$ cat src/rtl/eq_fir_defs_pkg.sv
// Shared definitions for the equalizer band filter blocks (delay line, counter,
// coefficient ROM, tap MAC and band summation).
package eq_fir_defs;

  localparam int NUM_TAPS  = 64;
  localparam int DATA_W    = 16;
  localparam int COEF_FRAC = 15;
  localparam int ACC_W     = 40;
  localparam int IDX_W     = 6;
  localparam int PROD_W    = 2 * DATA_W;

  localparam int SAT_MAX = 32767;
  localparam int SAT_MIN = -32768;

endpackage

$ cat src/rtl/fir_round_sat.sv
// Round-half-up, drop the coefficient fraction and clamp an accumulator value
// to a 16-bit signed sample.
module fir_round_sat
  import eq_fir_defs::*;
#(
  parameter int ACC_W     = eq_fir_defs::ACC_W,
  parameter int COEF_FRAC = eq_fir_defs::COEF_FRAC
) (
  input  logic signed [ACC_W-1:0] acc_in,
  output logic signed [15:0]      sat_out
);

  localparam logic signed [ACC_W-1:0] HALF_LSB =
    {{(ACC_W-COEF_FRAC){1'b0}}, 1'b1, {(COEF_FRAC-1){1'b0}}};
  localparam logic signed [ACC_W-1:0] SAT_HI = ACC_W'(SAT_MAX);
  localparam logic signed [ACC_W-1:0] SAT_LO = ACC_W'(SAT_MIN);

  logic signed [ACC_W-1:0] rounded;
  logic signed [ACC_W-1:0] shifted;

  // Headroom above the 38-bit worst-case sum keeps the rounding add from wrapping.
  always_comb begin
    rounded = acc_in + HALF_LSB;
    shifted = rounded >>> COEF_FRAC;
    if (shifted > SAT_HI) begin
      sat_out = 16'sd32767;
    end else if (shifted < SAT_LO) begin
      sat_out = -16'sd32768;
    end else begin
      sat_out = shifted[15:0];
    end
  end

endmodule

$ cat src/rtl/fir_tap_mac.sv
// Serial multiply-accumulate for one band filter: one tap per cycle, one
// rounded/saturated output per complete 0..NUM_TAPS-1 tap sequence.
module fir_tap_mac
  import eq_fir_defs::*;
#(
  parameter int NUM_TAPS  = eq_fir_defs::NUM_TAPS,
  parameter int DATA_W    = eq_fir_defs::DATA_W,
  parameter int COEF_FRAC = eq_fir_defs::COEF_FRAC,
  parameter int ACC_W     = eq_fir_defs::ACC_W
) (
  input  logic                     clk,
  input  logic                     rst,
  input  logic                     tap_valid,
  input  logic [IDX_W-1:0]         current_count,
  input  logic signed [DATA_W-1:0] delay_filter_in,
  input  logic signed [DATA_W-1:0] coeff_in,
  output logic signed [15:0]       filter_out,
  output logic                     out_valid,
  output logic                     seq_err
);

  localparam int MUL_W = 2 * DATA_W;
  localparam logic [IDX_W-1:0] LAST_IDX = IDX_W'(NUM_TAPS - 1);

  logic signed [MUL_W-1:0] prod_q;
  logic                    s1_valid;
  logic                    s1_first;
  logic                    s1_last;

  logic signed [ACC_W-1:0] prod_ext;
  logic signed [ACC_W-1:0] acc_q;
  logic                    frame_open;
  logic                    acc_done;

  logic signed [15:0]      sat_value;
  logic [IDX_W-1:0]        exp_idx;

  always_ff @(posedge clk or negedge rst) begin
    if (!rst) begin
      prod_q   <= '0;
      s1_valid <= 1'b0;
      s1_first <= 1'b0;
      s1_last  <= 1'b0;
    end else begin
      s1_valid <= tap_valid;
      if (tap_valid) begin
        prod_q   <= delay_filter_in * coeff_in;
        s1_first <= (current_count == '0);
        s1_last  <= (current_count == LAST_IDX);
      end
    end
  end

  assign prod_ext = ACC_W'(prod_q);

  // frame_open marks that tap 0 was absorbed, so a last tap only completes a
  // frame that really started at index 0 (e.g. not a tail seen after reset).
  always_ff @(posedge clk or negedge rst) begin
    if (!rst) begin
      acc_q      <= '0;
      frame_open <= 1'b0;
      acc_done   <= 1'b0;
    end else begin
      acc_done <= s1_valid && s1_last && (s1_first || frame_open);
      if (s1_valid) begin
        acc_q <= s1_first ? prod_ext : acc_q + prod_ext;
        if (s1_last) begin
          frame_open <= 1'b0;
        end else if (s1_first) begin
          frame_open <= 1'b1;
        end
      end
    end
  end

  fir_round_sat #(
    .ACC_W    (ACC_W),
    .COEF_FRAC(COEF_FRAC)
  ) u_round_sat (
    .acc_in (acc_q),
    .sat_out(sat_value)
  );

  always_ff @(posedge clk or negedge rst) begin
    if (!rst) begin
      filter_out <= '0;
      out_valid  <= 1'b0;
    end else begin
      out_valid <= acc_done;
      if (acc_done) begin
        filter_out <= sat_value;
      end
    end
  end

  // Expected index follows the presented index, so one bad tap flags once and
  // the checker then resynchronises to the new position.
  always_ff @(posedge clk or negedge rst) begin
    if (!rst) begin
      exp_idx <= '0;
      seq_err <= 1'b0;
    end else if (tap_valid) begin
      if ((current_count != exp_idx) && (current_count != '0)) begin
        seq_err <= 1'b1;
      end
      exp_idx <= (current_count == LAST_IDX) ? '0 : current_count + 1'b1;
    end
  end

endmodule
$ cat config.mk
export PLATFORM = sky130hd
export DESIGN_NAME = fir_tap_mac
export DESIGN_NICKNAME = d
export VERILOG_FILES = /design/src/rtl/eq_fir_defs_pkg.sv /design/src/rtl/fir_round_sat.sv /design/src/rtl/fir_tap_mac.sv
export SDC_FILE = /design/constraint.sdc
export NUM_CORES = 1
export LEC_CHECK = 0
export CAP_MARGIN = 20
export CORE_MARGIN = 4
export CORE_UTILIZATION = 55
export DETAILED_ROUTE_END_ITERATION = 8
export PLACE_DENSITY = 0.76
export RECOVER_POWER = 25
export SETUP_SLACK_MARGIN = 0.05
export SLEW_MARGIN = 40
export SYNTH_ARGS = -nofsm -noshare
export SYNTH_HDL_FRONTEND = slang
export SYNTH_SLANG_ARGS = --single-unit
$ cat constraint.sdc
create_clock -name clk -period 4.1 [get_ports clk]
set_clock_uncertainty 0.2 [all_clocks]
set_input_delay 0.41 -clock clk [delete_from_list [all_inputs] [get_ports clk]]
set_output_delay 0.41 -clock clk [all_outputs]
set_load 0.05 [all_outputs]
### Yosys cells after proc, flatten, opt, wreduce, memory -nomap -nowiden

Index checks and enable logic that the tools add are counted.

| word-level totals | value |
|---|---|
| register bits | 101 |
| logic and storage cells | 34 |
| bits in read-only memories | 0 |
| input bits | 41 |
| RAM bits | 0 |
| memories | 0 |
| bits in latches | 0 |

| cells by class | value |
|---|---|
| bitwise gates (word level) | 0 |
| shift operators | 0 |
| order comparisons | 2 |
| muxes and demuxes | 6 |
| reduce and logical (&&, ||, !) cells | 9 |
| multipliers | 1 |
| div/mod/pow operators | 0 |
| equality and inequality tests | 2 |
| add/subtract/negate cells | 3 |

Operators by type and width:

| operator | number |
|---|---|
| $add 40x16->40 const B | 1 |
| $add 40x32->40 | 1 |
| $mux 40 | 1 |
| $mul 16x16->32 | 1 |
| $mux 16 | 2 |
| $gt 25x16->1 const B | 1 |
| $lt 25x16->1 const B | 1 |
| $add 6x1->6 const B | 1 |
| $eq 6x6->1 const B | 1 |
| $logic_not 6->1 | 1 |
| $mux 6 | 1 |
| $ne 6x6->1 | 1 |
| $reduce_bool 6->1 | 1 |
| $reduce_and 2->1 | 2 |
| $logic_and 1x1->1 | 3 |
| $mux 1 | 2 |
| $reduce_bool 2->1 | 1 |
| $logic_or 1x1->1 | 1 |

### Depth between registers and ports, before layout

| logic depth | value |
|---|---|
| depth after elaboration | 4 |
| depth in mapped cells | 25 |

### Modules after synthesis

Synthesis repeated with hierarchy kept, for this count alone.

| second synthesis, totals | value |
|---|---|
| cell total of the unflattened synthesis | 1899 |
| area, all modules | 16926.2 µm² |

Modules (own cells, without submodules):

| module | sequential area each (µm²) | instances | area each (µm²) | cells each |
|---|---|---|---|---|
| fir_tap_mac | 2527.4 | 1 | 16163.0 | 1784 |
| fir_round_sat | 0.0 | 1 | 763.2 | 115 |

### Worst setup path after synthesis

No wires, ideal clock.

| timing | value |
|---|---|
| path type | input-to-reg |
| start | input port delay_filter_in[15] |
| end | register prod_q[31] |
| stages | 21 |
| setup slack | -2.431 ns |
| arrival time | 6.206 ns |
| setup time | 0.125 ns |
| cell sequence | clkbuf_1 -> nand2_1 -> fa_1 -> inv_1 -> fa_1 -> inv_1 -> fa_1 -> fa_1 -> fa_1 -> fa_1 -> inv_1 -> ha_1 -> a21o_1 -> a21o_1 -> a21oi_1 -> nand2_1 -> o221ai_1 -> o21ai_0 -> a21oi_1 -> xnor2_1 -> mux2_2 |

| on the way | value |
|---|---|
| cells in the longest elaborated chain, start to end | 1 |

Ends and longest elaborated chain:

| item | RTL line | text |
|---|---|---|
| start, declared | fir_tap_mac.sv:15 | `input logic signed [DATA_W-1:0] delay_filter_in,` |
| $mul 16x16->32 | fir_tap_mac.sv:47 | `prod_q <= delay_filter_in * coeff_in;` |
| end signal, assigned | fir_tap_mac.sv:47 |  |
| end, declared | fir_tap_mac.sv:25 | `logic signed [MUL_W-1:0] prod_q;` |

No other way between the ends.
A chain may end at the register's enable or synchronous reset.

### Final worst setup path

| timing | value |
|---|---|
| start | input port delay_filter_in[11] |
| end | register prod_q[29] |

The elaborated chain is that of the path after synthesis.

==> metrics <==
Setup crit end kind=register; max-slew violations=132; hold depth=1; Synth Register Bits=101; Synth cell types=70; GRT overflow=0; relative slew slack=-55.0%; number of global-route vias before repair=15200; run status=finished, violations left; Arrival @ worst endpoint=roughly 6.2 ns; Max-Cap Viols=2; Die X=between 150 and 200 um; HPWL after detailed placement=32500 um; final net count=between 2000 and 3000; final instance area=21100 um^2; post-route setup TNS=-38.17 ns; Final setup viols=25; top post-synthesis cells by area=fa_1 (31%), dfrtp_1 (15%), ha_1 (9.3%); Synth top area share=approximately a third; Layout area overhead=26.1%; most frequent CP cell=fa_1; initial antenna violation count=1; antenna viol nets, final=0; clock root buffer=clkbuf_16; wirelength, routed=approximately 45000 um; EDFF count, synth=0; CP max stage cell=fa_2; H-tree levels=3; number of hold violations in the final report=0; routing usage on met2=about half; post-route setup slack=-2.06 ns; Core Box Area=between 20000 and 30000 um^2; Tightest Hold Check Type=input port to register; Synth Instances=about 1900; Remaining DRCs=0; post-layout min period=slightly above 6 ns; first-pass GRT wire length=approximately 74000 um; CTS Sinks=about 100; CTS Buf Count=9; Clock Pin Slew Worst Setup and Hold Paths=roughly 0.07 ns; Crit Path Class=input port to register; Seq/Total Area, Yosys=around 15%; FP Rows=63; failing checks=max-capacitance violations, max-slew violations, negative setup slack; met1 GRT Util=33.5%; Placed Area=about 19000 um^2; DR WL/cell=approximately 18 um; CP delay by family, top=adder cells; vias per inst=5.64; vias post-DR=between 10000 and 15000; largest net degree at the start of global routing=between 70 and 80; async set-reset flop share out of synthesis=between 90% and 100%; synthesized cell area=around 17000 um^2; fin crit share=150%; WHS Endpoint=s1_valid; Buf+Inv Stages, Crit Path=8; R2R Path Start=prod_q[0]; Setup crit start kind=input port; Iter 0 DRT Violations=about 900; worst-skew pair later-pin latency=approximately 0.36 ns; CP Cell Sequence=clkdlybuf4s15_2 > buf_12 > and2_1 > fa_1 > inv_1 > fa_1 > fa_2 > inv_2 > fa_1 > fa_1 > inv_2 > fa_1 > inv_2 > ha_4 > nand4_1 > nor2_4 > buf_6 > o211ai_1 > a21oi_2 > o221ai_2 > buf_4 > o21ai_2 > xnor2_1 > mux2_4; Worst path max stage delay=0.56 ns; Syn Nets=approximately 2300; Max Root-Sink Buffers=2; share of layout cells above drive strength 1=approximately a quarter; reg2reg end=acc_q[38]; flop-to-flop setup slack=around 0.33 ns; crit-path max FO=7; Total Routing Usage GR=roughly 27%; Critical Path RT=4.15 ns; I/O Pins=just under 60; TritonCTS clock tree=built; HP Start=tap_valid; Die H=roughly 180 um; starting density of the core=between 50% and 60%; Worst Reg2Reg Path Length in Cells=13; first drt pass iteration count=7; Yosys warning count=0; f_max=162 MHz; Port Buffer Count=58; ys flop type=dfrtp_1; Worst Tran Pin Value=roughly 2.3 ns; RSZ-0062 raised after global routing=yes; top cell type by total area after synthesis=fa_1; M3 GR Usage=between 3 and 4%; fill count=2003; Final Wtd Congestion=approximately 0.90; die area=about 33000 um^2; Syn Area/Cell=8.96 um^2; most used routing layer=met2
==> synthesized netlist by cell type, types with 7 or more instances <==
cell	instances
mux2i_1	9
nand2_1	187
nand4_1	10
nor3_1	13
o22a_1	16
a21o_1	43
or3_1	10
nor2_1	89
nand3_1	27
xor2_1	34
nand2b_1	7
o21ai_0	47
clkbuf_1	63
xnor2_1	58
a211o_1	7
inv_1	353
mux2_2	31
ha_1	124
a31oi_1	15
and2_1	133
nor2b_1	8
and3_1	15
a21oi_1	101
dfrtp_1	101
o21bai_1	15
o21a_1	12
fa_1	263
==> worst register-to-register path, stage by stage (launching register included) <==
cell	delay (ns)
dfrtp_1	0.40
ha_1	0.24
inv_1	0.08
fa_1	0.18
nor2b_1	0.06
o21a_1	0.18
o21a_1	0.21
o41ai_1	0.49
o211ai_1	0.30
a31oi_1	0.37
o21ai_1	0.24
a31oi_1	0.32
mux2i_1	0.12
a211o_1	0.27
==> cells by family after synthesis <==
| logic type | share of synthesized area (%) |
|---|---|
| flip-flops | 15.1 |
| AO/OA/AOI/OAI | 12.2 |
| multiplexers | 2.62 |
| buffers and inverters | 9.56 |
| AND/OR/NAND/NOR | 15.1 |
| adder cells (fa/ha/maj) | 40.7 |
| XOR/XNOR | 4.81 |
==> flip-flops by register name, indices dropped and copies added, names as in the netlist <==
name and cells:
prod_q 32, filter_out 16, s1_first 1, out_valid 1
frame_open 1, acc_done 1, s1_last 1, s1_valid 1
acc_q 40, exp_idx 6, seq_err 1
==> worst max-delay path by stage <==
stage	startpoint	cells after the start	endpoint	slack [ns]
after floorplan	coeff_in[6]	23	prod_q[28]	-1.76
after global placement	delay_filter_in[5]	26	prod_q[31]	-2.59
after detailed placement	delay_filter_in[6]	24	prod_q[31]	-2.69
after CTS	coeff_in[5]	24	prod_q[27]	-1.90
after global routing	delay_filter_in[11]	24	prod_q[29]	-2.20
final	delay_filter_in[11]	24	prod_q[29]	-2.06
==> cells in the final DEF (no fill, tap or decap), types with 16 or more instances in the layout <==
master | Yosys | routed
inv_1 | 353 | 310
fa_1 | 263 | 248
buf_4 | 0 | 186
nand2_1 | 187 | 168
and2_1 | 133 | 106
dfrtp_1 | 101 | 100
ha_1 | 124 | 94
nor2_1 | 89 | 83
a21oi_1 | 101 | 80
buf_6 | 1 | 60
xnor2_1 | 58 | 51
a21o_1 | 43 | 43
inv_2 | 1 | 42
o21ai_0 | 47 | 39
xor2_1 | 34 | 31
and2_4 | 0 | 27
nand3_1 | 27 | 26
ha_4 | 0 | 25
clkdlybuf4s50_1 | 0 | 24
a21oi_2 | 1 | 21
mux2_4 | 0 | 21
o22a_1 | 16 | 16
==> cell type report <==
type	instances	area, um^2	share of cell area, %
multi-input combinational	1345	13600	64.4
clock buffer	11	233	1.10
antenna	1	2.50	0.0119
sequential	101	2530	12.0
tap	390	488	2.31
clock inverter	5	36.3	0.172
timing repair buffer	315	2880	13.7
inverter	354	1330	6.32
==> timing repair <==
action,4_1_cts,5_1_grt
hold endpoints to repair,77,0
gates cloned,6,0
pin swaps,147,102
buffers inserted,64,22
gates resized for setup,266,96
hold buffers,1,0
endpoints found under the setup margin,27,26
==> per-layer routing <==
layer,share of wire [%],up-vias
li1,-,6456
met1,39,7101
met2,52,499
met3,5.5,161
met4,4.0,2
met5,0.029,-
==> stage by stage <==
stage	utilization [%]	hold WS (ns)	setup slack (ns)	instances
2_1_floorplan	-	-0.0856	-1.76	1870
3_5_place_dp	64.6	0.263	-2.69	2419
6_report	70.7	0.280	-2.06	2522
3_3_place_gp	64.6	0.254	-2.59	2419
5_1_grt	70.7	0.305	-2.20	2521
4_1_cts	69.2	0.109	-1.90	2501
Power is not shown: default switching activity piles up to over one toggle a cycle in this logic, so the estimate is an artifact.
